<file path="src/rtl/dac_output_stage_if.sv">
// Signal bundle between the DSP calculation stage, the DAC and the feedback output stage.
interface dac_output_stage_if #(
  parameter int DAC_WIDTH = 14
);
  logic signed [DAC_WIDTH:0]   pout;
  logic                        dsp_oflow;
  logic                        fb_cond;
  logic                        dac_clk_in;
  logic                        fb_en;
  logic                        store_strb;
  logic signed [DAC_WIDTH-1:0] dac_offset;
  logic        [DAC_WIDTH-1:0] dac_data;
  logic                        dac_wr;
  logic                        sat_flag;
  logic        [7:0]           oflow_cnt;
  logic                        trip;

  modport master (
    output pout, dsp_oflow, fb_cond, dac_clk_in, fb_en, store_strb, dac_offset,
    input  dac_data, dac_wr, sat_flag, oflow_cnt, trip
  );

  modport slave (
    input  pout, dsp_oflow, fb_cond, dac_clk_in, fb_en, store_strb, dac_offset,
    output dac_data, dac_wr, sat_flag, oflow_cnt, trip
  );
endinterface

</file>
<file path="src/rtl/dac_output_stage.sv">
// Bunch-by-bunch feedback DAC output stage: capture, offset, saturate, drive, overflow trip.
// Define FB_TRIP_EN to build the TRIP state and consecutive-overflow counter.
module dac_output_stage #(
  parameter int DAC_WIDTH   = 14,
  parameter int OFLOW_LIMIT = 4
) (
  input  logic               clk,
  input  logic               rst_n,
  dac_output_stage_if.slave  bus
);

  if (DAC_WIDTH != 14) begin : g_bad_width
    $error("DAC_WIDTH is fixed at 14 in this revision");
  end
  if (OFLOW_LIMIT < 1 || OFLOW_LIMIT > 255) begin : g_bad_limit
    $error("OFLOW_LIMIT must lie in 1..255");
  end

  localparam int SW = DAC_WIDTH + 2;
  localparam logic signed [SW-1:0]  CODE_MAX = SW'(2 ** (DAC_WIDTH - 1) - 1);
  localparam logic signed [SW-1:0]  CODE_MIN = SW'(-(2 ** (DAC_WIDTH - 1)));
  localparam logic [DAC_WIDTH-1:0]  MIDSCALE = {1'b1, {(DAC_WIDTH-1){1'b0}}};

  typedef enum logic [2:0] {
    S_IDLE,
    S_WAIT,
    S_CAPTURE,
    S_DRIVE
`ifdef FB_TRIP_EN
    , S_TRIP
`endif
  } state_e;

  state_e                      state_q, state_d;
  logic [1:0]                  rst_sync_q;
  logic                        fb_cond_q, dac_clk_q, store_q;
  logic signed [DAC_WIDTH:0]   pout_q;
  logic                        oflow_q;
  logic [DAC_WIDTH-1:0]        dac_data_q, dac_data_d;
  logic                        dac_wr_q, dac_wr_d;
  logic                        sat_q, sat_d;
  logic [7:0]                  oflow_cnt_q, oflow_cnt_d;

  logic run, enable, fb_rise, dac_clk_fall, store_rise, capture_fire, quiet;
  logic signed [SW-1:0]        sum;
  logic [DAC_WIDTH-1:0]        code, new_data;
  logic                        sat_hit;

  assign run          = rst_sync_q[1];
  assign enable       = bus.fb_en & bus.store_strb;
  assign fb_rise      = bus.fb_cond & ~fb_cond_q;
  assign dac_clk_fall = ~bus.dac_clk_in & dac_clk_q;
  assign store_rise   = bus.store_strb & ~store_q;
  assign capture_fire = (state_q == S_CAPTURE) & enable;
  assign sum          = SW'(pout_q) + SW'(bus.dac_offset);

  // Clip the widened sum to the DAC code range; overflowed samples go to full scale by sign.
  // NOTE: every always_comb output gets a default first so no path leaves it unassigned (no latch).
  always_comb begin
    sat_hit = 1'b0;
    code    = sum[DAC_WIDTH-1:0];
    if (sum > CODE_MAX) begin
      sat_hit = 1'b1;
      code    = CODE_MAX[DAC_WIDTH-1:0];
    end else if (sum < CODE_MIN) begin
      sat_hit = 1'b1;
      code    = CODE_MIN[DAC_WIDTH-1:0];
    end
    new_data = {~code[DAC_WIDTH-1], code[DAC_WIDTH-2:0]};
    if (oflow_q) begin
      sat_hit  = 1'b0;
      new_data = pout_q[DAC_WIDTH] ? '0 : '1;
    end
  end

`ifdef FB_TRIP_EN
  logic [7:0] consec_q, consec_d;
  logic       trip_hit;

  assign trip_hit = consec_q >= 8'(OFLOW_LIMIT);
  assign quiet    = (state_d == S_IDLE) || (state_d == S_TRIP);
  assign bus.trip = (state_q == S_TRIP);

  always_comb begin
    consec_d = consec_q;
    if (store_rise)        consec_d = '0;
    else if (capture_fire) consec_d = !oflow_q ? 8'd0 : (consec_q == 8'hFF) ? consec_q : consec_q + 8'd1;
  end
`else
  assign quiet    = (state_d == S_IDLE);
  assign bus.trip = 1'b0;
`endif

  always_comb begin
    state_d = state_q;
    if (!run) begin
      state_d = S_IDLE;
    end else begin
      case (state_q)
        S_IDLE:    if (enable) state_d = S_WAIT;
        S_WAIT:    if (!enable) state_d = S_IDLE;
                   else if (fb_rise) state_d = S_CAPTURE;
        S_CAPTURE: state_d = enable ? S_DRIVE : S_IDLE;
        S_DRIVE:   if (!enable) state_d = S_IDLE;
`ifdef FB_TRIP_EN
                   else if (dac_clk_fall) state_d = trip_hit ? S_TRIP : S_WAIT;
        S_TRIP:    if (!bus.store_strb) state_d = S_IDLE;
`else
                   else if (dac_clk_fall) state_d = S_WAIT;
`endif
        default:   state_d = S_IDLE;
      endcase
    end
  end

  always_comb begin
    dac_data_d  = dac_data_q;
    dac_wr_d    = 1'b0;
    sat_d       = 1'b0;
    oflow_cnt_d = oflow_cnt_q;
    if (quiet) begin
      dac_data_d = MIDSCALE;
    end else if (capture_fire) begin
      dac_data_d = new_data;
      sat_d      = sat_hit;
    end
    if (state_q == S_DRIVE && state_d == S_DRIVE) dac_wr_d = bus.dac_clk_in;
    if (store_rise) oflow_cnt_d = '0;
    else if (capture_fire && oflow_q && oflow_cnt_q != 8'hFF) oflow_cnt_d = oflow_cnt_q + 8'd1;
  end

  // NOTE: sequential state uses non-blocking assignments; the capture registers are reset too,
  // so the first DAC code never depends on power-up contents.
  always_ff @(posedge clk or negedge rst_n) begin
    if (!rst_n) begin
      state_q     <= S_IDLE;
      rst_sync_q  <= '0;
      fb_cond_q   <= 1'b0;
      dac_clk_q   <= 1'b0;
      store_q     <= 1'b0;
      pout_q      <= '0;
      oflow_q     <= 1'b0;
      dac_data_q  <= MIDSCALE;
      dac_wr_q    <= 1'b0;
      sat_q       <= 1'b0;
      oflow_cnt_q <= '0;
`ifdef FB_TRIP_EN
      consec_q    <= '0;
`endif
    end else begin
      state_q     <= state_d;
      rst_sync_q  <= {rst_sync_q[0], 1'b1};
      fb_cond_q   <= bus.fb_cond;
      dac_clk_q   <= bus.dac_clk_in;
      store_q     <= bus.store_strb;
      if (state_q == S_WAIT && state_d == S_CAPTURE) begin
        pout_q  <= bus.pout;
        oflow_q <= bus.dsp_oflow;
      end
      dac_data_q  <= dac_data_d;
      dac_wr_q    <= dac_wr_d;
      sat_q       <= sat_d;
      oflow_cnt_q <= oflow_cnt_d;
`ifdef FB_TRIP_EN
      consec_q    <= consec_d;
`endif
    end
  end

  assign bus.dac_data  = dac_data_q;
  assign bus.dac_wr    = dac_wr_q;
  assign bus.sat_flag  = sat_q;
  assign bus.oflow_cnt = oflow_cnt_q;

endmodule

</file>
<file path="src/flat_wrapper.sv">
// flat-port wrapper written by rule: the top's interface ports become plain ports
module dac_output_stage_flat 
#(
  parameter int DAC_WIDTH   = 14,
  parameter int OFLOW_LIMIT = 4
)
  (clk, rst_n, bus_pout, bus_dsp_oflow, bus_fb_cond, bus_dac_clk_in, bus_fb_en, bus_store_strb, bus_dac_offset, bus_dac_data, bus_dac_wr, bus_sat_flag, bus_oflow_cnt, bus_trip);
  dac_output_stage_if #(.DAC_WIDTH(DAC_WIDTH)) bus_i ();
  input  logic clk;
  input  logic rst_n;
  input wire logic [$bits(bus_i.pout)-1:0] bus_pout;
  input wire logic [$bits(bus_i.dsp_oflow)-1:0] bus_dsp_oflow;
  input wire logic [$bits(bus_i.fb_cond)-1:0] bus_fb_cond;
  input wire logic [$bits(bus_i.dac_clk_in)-1:0] bus_dac_clk_in;
  input wire logic [$bits(bus_i.fb_en)-1:0] bus_fb_en;
  input wire logic [$bits(bus_i.store_strb)-1:0] bus_store_strb;
  input wire logic [$bits(bus_i.dac_offset)-1:0] bus_dac_offset;
  output wire logic [$bits(bus_i.dac_data)-1:0] bus_dac_data;
  output wire logic [$bits(bus_i.dac_wr)-1:0] bus_dac_wr;
  output wire logic [$bits(bus_i.sat_flag)-1:0] bus_sat_flag;
  output wire logic [$bits(bus_i.oflow_cnt)-1:0] bus_oflow_cnt;
  output wire logic [$bits(bus_i.trip)-1:0] bus_trip;
  assign bus_i.pout = bus_pout;
  assign bus_i.dsp_oflow = bus_dsp_oflow;
  assign bus_i.fb_cond = bus_fb_cond;
  assign bus_i.dac_clk_in = bus_dac_clk_in;
  assign bus_i.fb_en = bus_fb_en;
  assign bus_i.store_strb = bus_store_strb;
  assign bus_i.dac_offset = bus_dac_offset;
  assign bus_dac_data = bus_i.dac_data;
  assign bus_dac_wr = bus_i.dac_wr;
  assign bus_sat_flag = bus_i.sat_flag;
  assign bus_oflow_cnt = bus_i.oflow_cnt;
  assign bus_trip = bus_i.trip;
  dac_output_stage #(.DAC_WIDTH(DAC_WIDTH), .OFLOW_LIMIT(OFLOW_LIMIT)) u_core (.clk(clk), .rst_n(rst_n), .bus(bus_i));
endmodule
</file>
<file path="config.mk">
export PLATFORM = sky130hd
export DESIGN_NAME = dac_output_stage_flat
export DESIGN_NICKNAME = d
export VERILOG_FILES = /design/src/rtl/dac_output_stage_if.sv /design/src/rtl/dac_output_stage.sv /design/src/flat_wrapper.sv
export SDC_FILE = /design/constraint.sdc
export NUM_CORES = 1
export LEC_CHECK = 0
export CORE_MARGIN = 1
export CORE_UTILIZATION = 35
export DETAILED_ROUTE_END_ITERATION = 7
export HOLD_SLACK_MARGIN = 0.1
export PLACE_DENSITY = 0.61
export SLEW_MARGIN = 0
export SYNTH_ARGS = -nofsm -noshare
export SYNTH_HDL_FRONTEND = slang
export SYNTH_SLANG_ARGS = --single-unit
export TNS_END_PERCENT = 100
</file>
<file path="constraint.sdc">
create_clock -name clk -period 3.2 [get_ports clk]
set_input_delay 0.48 -clock clk [delete_from_list [all_inputs] [get_ports clk]]
set_output_delay 0.48 -clock clk [all_outputs]
set_load 0.02 [all_outputs]
</file>
; ---- Word level (Yosys, flattened, before mapping)
; Cells that the tools add are included.
[totals]
register_bits = 48
inputBits = 36
out_inout_bits = 25
word_cells = 60
[op_classes]
n_addsub = 2
magnitude_cmp = 2
eq_ne = 6
mux = 22
bitwise_logic = 9
n_reduce_logical = 8
[op_table]
columns = operator, count
row1 = $mux W14, 6
row2 = $mux W3, 6
row3 = $add A15 B14 Y16, 1
row4 = $gt A16 B14 Y1 const B, 1
row5 = $lt A16 B14 Y1 const B, 1
row6 = $mux W8, 2
row7 = $eq A3 B2 Y1 const B, 4
row8 = $pmux W3 S4, 1
row9 = $add A8 B1 Y8 const B, 1
row10 = $ne A8 B8 Y1 const B, 1
row11 = $logic_not A3 Y1, 2
row12 = $mux W1, 6
row13 = $and A1 B1 Y1, 5
row14 = $logic_and A1 B1 Y1, 4
row15 = $not A1 Y1, 4
row16 = $reduce_bool A2 Y1, 2
row17 = $eq A3 B1 Y1 const B, 1
row18 = $mux W2, 1

; ---- Logic depth before layout (Yosys ltp)
; Gate-level depths: netlist (run 1).
[depth]
word_depth = 9
depth_mapped = 11
depth_no_buf = 10

; ---- Worst setup path after synthesis (run 1)
; OpenSTA, ideal clock, no wires.
[synth_timing]
path_type = input to register
start = input bus_dac_offset[3]
end = register u_core.dac_data_q[10], in the netlist u_core.bus.dac_data[10]
setup_time_ps = 126
arrival_ps = 2568
required_time_ps = 3074
setup_slack_ps = 506
path_stages = 9
path_buffers = 1
cell_sequence = ha_1 -> o21ai_1 -> o211a_1 -> or3_1 -> o31a_1 -> a22o_1 -> o2bb2ai_2 -> buf_4 -> a221o_1
[synth_between]
elab_chain_cells = 7
word_cells_on_any_way = 8
cone_classes = 1 x add/sub / 2 x order compare / 5 x mux
[synth_rtl]
columns = element, line
row1 = from (decl), flat_wrapper.sv:17  ; input wire logic [$bits(bus_i.dac_offset)-1:0] bus_dac_offset;
row2 = $add A15 B14 Y16 (*), dac_output_stage.sv:55  ; assign sum = SW'(pout_q) + SW'(bus.dac_offset);
row3 = $lt A16 B14 Y1, dac_output_stage.sv:65  ; end else if (sum < CODE_MIN) begin
row4 = $mux W14, dac_output_stage.sv:65
row5 = $mux W14 (*), dac_output_stage.sv:62  ; if (sum > CODE_MAX) begin
row6 = $mux W14 (*), dac_output_stage.sv:70  ; if (oflow_q) begin
row7 = $mux W14 (*), dac_output_stage.sv:123  ; end else if (capture_fire) begin
row8 = $mux W14 (*), dac_output_stage.sv:121  ; if (quiet) begin
row9 = to (signal assigned), dac_output_stage.sv:160  ; dac_data_q <= dac_data_d;
row10 = to (decl), dac_output_stage.sv:39  ; logic [DAC_WIDTH-1:0] dac_data_q, dac_data_d;
; Every way passes the cells marked *; elsewhere a longest branch is shown, timed or not. The select of a mux whose other input is x is not followed.
; A chain may end at the register's enable or synchronous reset.

; ---- Worst setup path after layout (run 1)
[layout_timing]
start = input bus_dac_offset[1]
end = register u_core.dac_data_q[4], in the netlist u_core.bus.dac_data[4]
; Same word-level chain as after synthesis.

==> results of run 1 <==
[layer usage]
metal,up-vias,wire [um]
li1,1103,-
met3,8,187
met5,-,0
met1,1051,3060
met2,44,2689
met4,0,87
[cells in the final DEF, fill, tap and decap left out, types with 3 or more instances in the layout]
cell type and instances:
a211oi_1 3, a21oi_1 14, a221o_1 13, and3_1 4
buf_4 18, clkbuf_8 5, clkdlybuf4s50_1 58, conb_1 3
dfrtp_1 47, ha_1 16, inv_1 8, mux2_2 14
nand2_1 16, nand3_1 7, nand4_1 4, nor2_1 27
nor2b_1 5, nor3_1 4, o21ai_0 11, xnor2_1 8
xor2_1 9
[cell type report]
type                       count  area (um2)
inverter                       8       30.03
fill                         728        3747
clock buffer                   5       68.82
multi-input combinational    196        1430
timing repair buffer          77       720.7
clock inverter                 3       46.29
sequential                    48        1202
tap                           99       123.9
[final timing paths]
| kind | to | slack [ns] | cells after the start |
|---|---|---|---|
| setup reg to reg | u_core.bus.dac_data[4] | 0.46 | 8 |
| hold / removal | u_core.pout_q[6] | 0.36 | 1 |
| min in group clk | u_core.rst_sync_q[1] | 0.37 | 0 |
| setup / recovery | u_core.bus.dac_data[4] | 0.24 | 9 |
| hold reg to reg | u_core.rst_sync_q[1] | 0.37 | 0 |
| max in group asynchronous | u_core.store_q | 2.18 | 1 |
[worst max-delay path: cells and delay by family]
kind	cells	cell delay [ns]
AOI/OAI and AO/OA	6	1.59
buffers and inverters	1	0.43
and+or+nand+nor	1	0.39
adders and majority gates	1	0.31
[through the flow]
stage	setup slack [ns]	area, um2	util [%]	cells	TNS [ns]
floorplan	0.5064	2721	-	263	0
global placement	-0.01344	3507	47.59	428	-0.1063
detailed placement	-0.1074	3507	47.59	428	-1.127
CTS	0.2025	3622	49.15	436	0
global route	0.01366	3622	49.15	436	0
finish	0.2365	3622	49.15	436	0
[flip-flops by register name, indices dropped and copies added (netlist names), 2 cells and up]
name	count
u_core.bus.oflow_cnt	8
u_core.state_q	3
u_core.rst_sync_q	2
u_core.bus.dac_data	14
u_core.pout_q	15
[logic make-up (layout without fill, tap and decap cells)]
| logic type | after synthesis | after routing | synth area share, % |
|---|---|---|---|
| mux | 14 | 14 | 5.801 |
| other cells | 2 | 3 | 0.2763 |
| fa+ha+maj | 17 | 17 | 8.103 |
| compound gates | 63 | 63 | 17.73 |
| flops | 48 | 48 | 44.25 |
| buf+inv | 19 | 93 | 3.269 |
| simple gates | 82 | 82 | 15.10 |
| xor+xnor | 17 | 17 | 5.479 |
[power breakdown]
part / total, W / internal, W / leakage [nW] / switching [W]
clock: 0.000460 / 0.000236 / 0.0548 / 0.000225
sequential: 0.000612 / 0.000611 / 0.643 / 0.00000186
combinational: 0.000128 / 0.0000689 / 0.963 / 0.0000589
total: 0.00120 / 0.000915 / 1.66 / 0.000285
[what timing repair did]
item                                    CTS  global route
buffers inserted                          0             0
hold endpoints to repair                  0             0
gates resized for setup                   0             1
endpoints found under the setup margin    0            13
==> out/metrics.cfg, run 1 <==
[status]
status=finished, final reports clean

[floorplan]
die_area_um2=8121
die_w_um=90.12
rows=31
start_util_pct=36.88
die_height_um=90.12
ioPinCount=61
core_um2=7370

[setup_path]
r2r-start=u_core.pout_q[1]
arrival_ns=3.21
max_stage_delay_ns=0.43
path_class=in2reg
cp_cell_sequence=clkdlybuf4s50_1 > ha_1 > a211oi_1 > o211a_1 > or3_1 > o31a_1 > a2111oi_2 > o2bb2ai_2 > a221o_1
cp_max_fo=13
endpoint_kind=register
startpoint_type=primary input
required_ns=3.45
startpoint=bus_dac_offset[1]
cpMaxStageDelayCell=clkdlybuf4s50_1

[sta]
fmax_mhz=337.4
rsz0062_at_grt=false
hold_viol_final=0
final.setup_skew_ns=0.01152
min_period_ns=2.964
drv_slew=0
worstMarginPinSlew_ns=1.069
fin_crit_sh_pct=92.61
maxSlewHeadroom_pct=28.72
setup_viol=0
hold_ws_ns=0.3587

[final_layout]
drive_gt1_share_pct=13.35
antenna_cells=0
areaGrowthSynthToFinish_pct=33.29
final_nets=389

[pwr]
peakVddDrop_v=0.0002262
p_leak_nw=1.661
powerDensity_nw_per_um2=331.4
finalPower_w=0.001201

[synthesis]
synth_ff_type=dfrtp_1
post-synth-top-count-cell=dfrtp_1
synthCells=262
synth_commonest_cells=47 x dfrtp_1, 27 x nor2_1, 16 x ha_1, 16 x nand2_1
ys_ff_latch=48
synthArstFlopShare_pct=100.0
syn_area_per_cell_um2=10.37
yosysSeqAreaShare_pct=44.24
synth_top_area_cell=dfrtp_1
synthTopCellsByArea=dfrtp_1 43%, ha_1 7.4%, mux2_2 5.8%
synth-warning-count=0
synth_top_area_share_pct=43.28
synth.distinct_cells=53
synthesis.area_um2=2718
synth_edf_count=0

[detailed_routing]
via_per_inst=5.060
drc=0
wl_per_cell_um=13.82
vias=2206
drt_iter0_drc=76
drt-total-wl_um=6024
first_pass_iters=5
ant_nets=0

[clocking]
cts_tree=done
cts-root-buf=clkbuf_8
h-tree-depth=2
cts_sinks=48
cts_hold_buf=0
clock_latency_ns=0.31
clockBufferDepth=2
clkTransAtPathRegs_ns=0.10
cts_buffers=5

[global_routing]
globalRouteMet2Util_pct=24.43
grt.met3_usage_pct=2.876
top_usage_layer=met2
antenna_found_initial=0
grt_max_degree=49
grt_pass1_vias=2192
grt.overflow.total=0
grt_pass1_wl_um=10520
track_usage_pct=15.97
groute.layer.met1.usage_pct=22.99

[flow_run]
cap_violations=0

[placement]
hpwlAfterDp_um=4597
routabilityCongestion=0.8812
io_buffers=59

[worst_hold_path]
hold_path.class=in2async

No activity file was read; power rests on OpenSTA's default activity.
==> run 2, diff against run 1 <==
ABC_AREA = 1   (was unset)
PLACE_DENSITY = 0.6   (was 0.61)
==> run 2 against run 1 <==
Compared with the run above: clock skew shrank 0.0061 ns; total power shrank 5.5%; worst setup slack gained 0.27 ns; routed wire length grew 6.9%; synthesized cell count grew 45%; clock power shrank 16%; register-to-register slack gained 0.33 ns; critical path depth grew 8; clock-buffer cell count grew 2; cell area grew 4.2%; first-iteration DRC count shrank 2.6%.
==> out/metrics.cfg, run 2 <==
[status]
status=finished, final reports clean

[sta]
final.setup_skew_ns=0.005372  ; -0.006149 ns
fin_crit_sh_pct=84.13  ; -8.5 points
drv_slew=0  ; unchanged
worstMarginPinSlew_ns=1.053  ; -0.01618 ns
maxSlewHeadroom_pct=29.80  ; +1.1 points
fmax_mhz=371.5  ; +10%
min_period_ns=2.692  ; -0.2714 ns
hold_viol_final=0  ; unchanged
finalWorstSetupSlack_ns=0.5079  ; +0.2714 ns
hold_ws_ns=0.3568  ; -0.001872 ns
fin_tns_setup_ns=0  ; unchanged
rsz0062_at_grt=false
setup_viol=0  ; unchanged

[final_layout]
drive_gt1_share_pct=8.352  ; -5.0 points
final_cell_mix=147 x nand2_1, 58 x clkdlybuf4s50_1, 47 x dfrtp_1, 37 x inv_1, 24 x nor2_1
final_common_cell=nand2_1
stdcell_count=548  ; +26%
post-route-util_pct=45.71  ; -3.4 points
areaGrowthSynthToFinish_pct=26.29
nFillCells=874  ; +20%
largest_reg_flops=15  ; unchanged
regMostFlops=u_core.pout_q
final_nets=495  ; +27%
antenna_cells=0  ; unchanged

[synthesis]
ys_ff_latch=48  ; unchanged
synth_edf_count=0  ; unchanged
post-synth-top-count-cell=nand2_1
synthCells=380  ; +45%
synthesis.area_um2=2989  ; +10%
yosysSeqAreaShare_pct=40.23  ; -4.0 points
synth_commonest_cells=147 x nand2_1, 47 x dfrtp_1, 37 x inv_1, 24 x nor2_1, 20 x nand3_1
synth-warning-count=0  ; unchanged
synth_top_area_cell=dfrtp_1
synth_top_area_share_pct=39.35  ; -3.9 points
synthTopCellsByArea=dfrtp_1 39%, nand2_1 18%, ha_1 6.7%
syn_area_per_cell_um2=7.866  ; -24%
synth_ff_type=dfrtp_1
synth.distinct_cells=36  ; -32%
synthArstFlopShare_pct=100.0  ; unchanged

[clocking]
cts_hold_buf=0  ; unchanged
cts_sinks=48  ; unchanged
cts-resized-gates=0  ; unchanged
h-tree-depth=2  ; unchanged
post-cts-setup-buffers=0  ; unchanged
cts_tree=done
clock_latency_ns=0.30  ; about the same
clkTransAtPathRegs_ns=0.09  ; about the same
cts-root-buf=clkbuf_8
clockBufferDepth=2  ; unchanged
cts_buffers=5  ; unchanged

[detailed_routing]
first_pass_iters=4  ; -1
via_per_inst=4.639  ; -8.3%
drt_iter0_drc=74  ; -2.6%
drt-total-wl_um=6438  ; +6.9%
ant_nets=0  ; unchanged
drc=0  ; unchanged
vias=2542  ; +15%
wl_per_cell_um=11.75  ; -15%

[floorplan]
die_w_um=94.42  ; +4.8%
die_area_um2=8914  ; +9.8%
die_height_um=94.42  ; +4.8%
core_um2=8258  ; +12%
ioPinCount=61  ; unchanged
start_util_pct=36.20  ; -0.68 points
rows=33  ; +6.5%

[placement]
pre_cts_ws_ns=0.2155  ; +0.3229 ns
routabilityCongestion=0.8731  ; -0.92%
dpl.cell_count=540  ; +26%
hpwlAfterDp_um=4932  ; +7.3%
io_buffers=59  ; unchanged

[setup_path]
startpoint_type=primary input
reg2reg_depth=14  ; +6
max_stage_delay_ns=0.48  ; +0.05 ns
path_common_cell=nand2_1
r2r_slack_ns=0.79  ; +0.33 ns
cp_max_fo=14  ; +1
cp_cell_sequence=clkdlybuf4s50_1 > ha_1 > inv_1 > fa_1 > inv_1 > nand2_1 > nand3_1 > nand2_1 > nand2_1 > nand2_1 > nand2_1 > nand2_1 > nand2_1 > nand2_1 > nand2_1 > nand2_1 > nand2_1
cpMaxStageDelayCell=clkdlybuf4s50_1
r2r-start=u_core.pout_q[2]
path_class=in2reg
arrival_ns=2.94  ; -0.27 ns
endpoint_kind=register
required_ns=3.45  ; about the same
path_buf_inv=3  ; +2
r2r-end=u_core.bus.dac_data[11]
cp_top_family=simple AND/OR/NAND/NOR gates

[global_routing]
antenna_found_initial=0  ; unchanged
track_usage_pct=15.48  ; -0.48 points
grt_pass1_wl_um=10890  ; +3.5%
grt.overflow.total=0  ; unchanged
grt_pass1_vias=2432  ; +11%
grt_max_degree=49  ; unchanged

[pwr]
peakVddDrop_v=0.0001352  ; -40%
p_leak_nw=2.000  ; +20%
powerDensity_nw_per_um2=300.4  ; -9.3%

[worst_hold_path]
hold_path.class=in2async

[flow_run]
cap_violations=0  ; unchanged

-- run 2: metrics by stage --
step | power, W | area [um2]
floorplan | 0.0006889 | 2993
global placement | 0.0007586 | 3680
detailed placement | 0.0007601 | 3680
CTS | 0.001153 | 3775
global route | 0.001195 | 3775
finish | 0.001134 | 3775
-- run 2: layout make-up --
| class | count | area (um2) | share of cell area (%) |
|---|---|---|---|
| flip-flops and latches | 48 | 1202 | 31.85 |
| repair buffers | 61 | 600.6 | 15.91 |
| multi-input cells | 285 | 1592 | 42.16 |
| clock inverters | 1 | 8.758 | 0.2320 |
| inverters | 41 | 153.9 | 4.077 |
| clock buffers | 7 | 86.33 | 2.287 |
| well taps | 105 | 131.4 | 3.480 |
-- run 2: worst max-delay path by stage --
stage | start | end | slack [ns] | depth (start not counted)
6_report | bus_dac_offset[0] | u_core.bus.dac_data[7] | 0.51 | 17
3_3_place_gp | bus_dac_offset[0] | u_core.bus.dac_data[0] | 0.28 | 17
5_1_grt | bus_dac_offset[0] | u_core.bus.dac_data[0] | 0.20 | 17
2_1_floorplan | bus_dac_offset[0] | u_core.bus.dac_data[10] | 0.94 | 16
4_1_cts | bus_dac_offset[0] | u_core.bus.dac_data[7] | 0.54 | 17
3_5_place_dp | bus_dac_offset[0] | u_core.bus.dac_data[7] | 0.22 | 17
-- run 2: kinds of logic (layout without fill, tap and decap cells) --
kind of cell	Yosys count	count (layout)	share of synthesized area, %
mux	16	16	7.283
xor+xnor	12	12	3.516
fa+ha+maj	17	17	7.367
compound gates	31	31	5.651
buf+inv	48	110	6.655
other cells	2	3	0.2512
flops	48	48	40.23
simple gates	206	206	29.05
-- run 2: per-layer routing --
layer,part of all wire [%],routed length (um),track usage [%]
met5,0,0,0
met4,1.2,77,4.231
met3,2.9,185,2.576
met2,46,2963,25.42
met1,50,3212,21.01
-- run 2: power by group --
group	internal (W)	total, W	switching (W)	leakage [nW]
logic	0.0000632	0.000133	0.0000699	1.30
clock network	0.000178	0.000388	0.000211	0.0484
registers	0.000610	0.000613	0.00000243	0.653
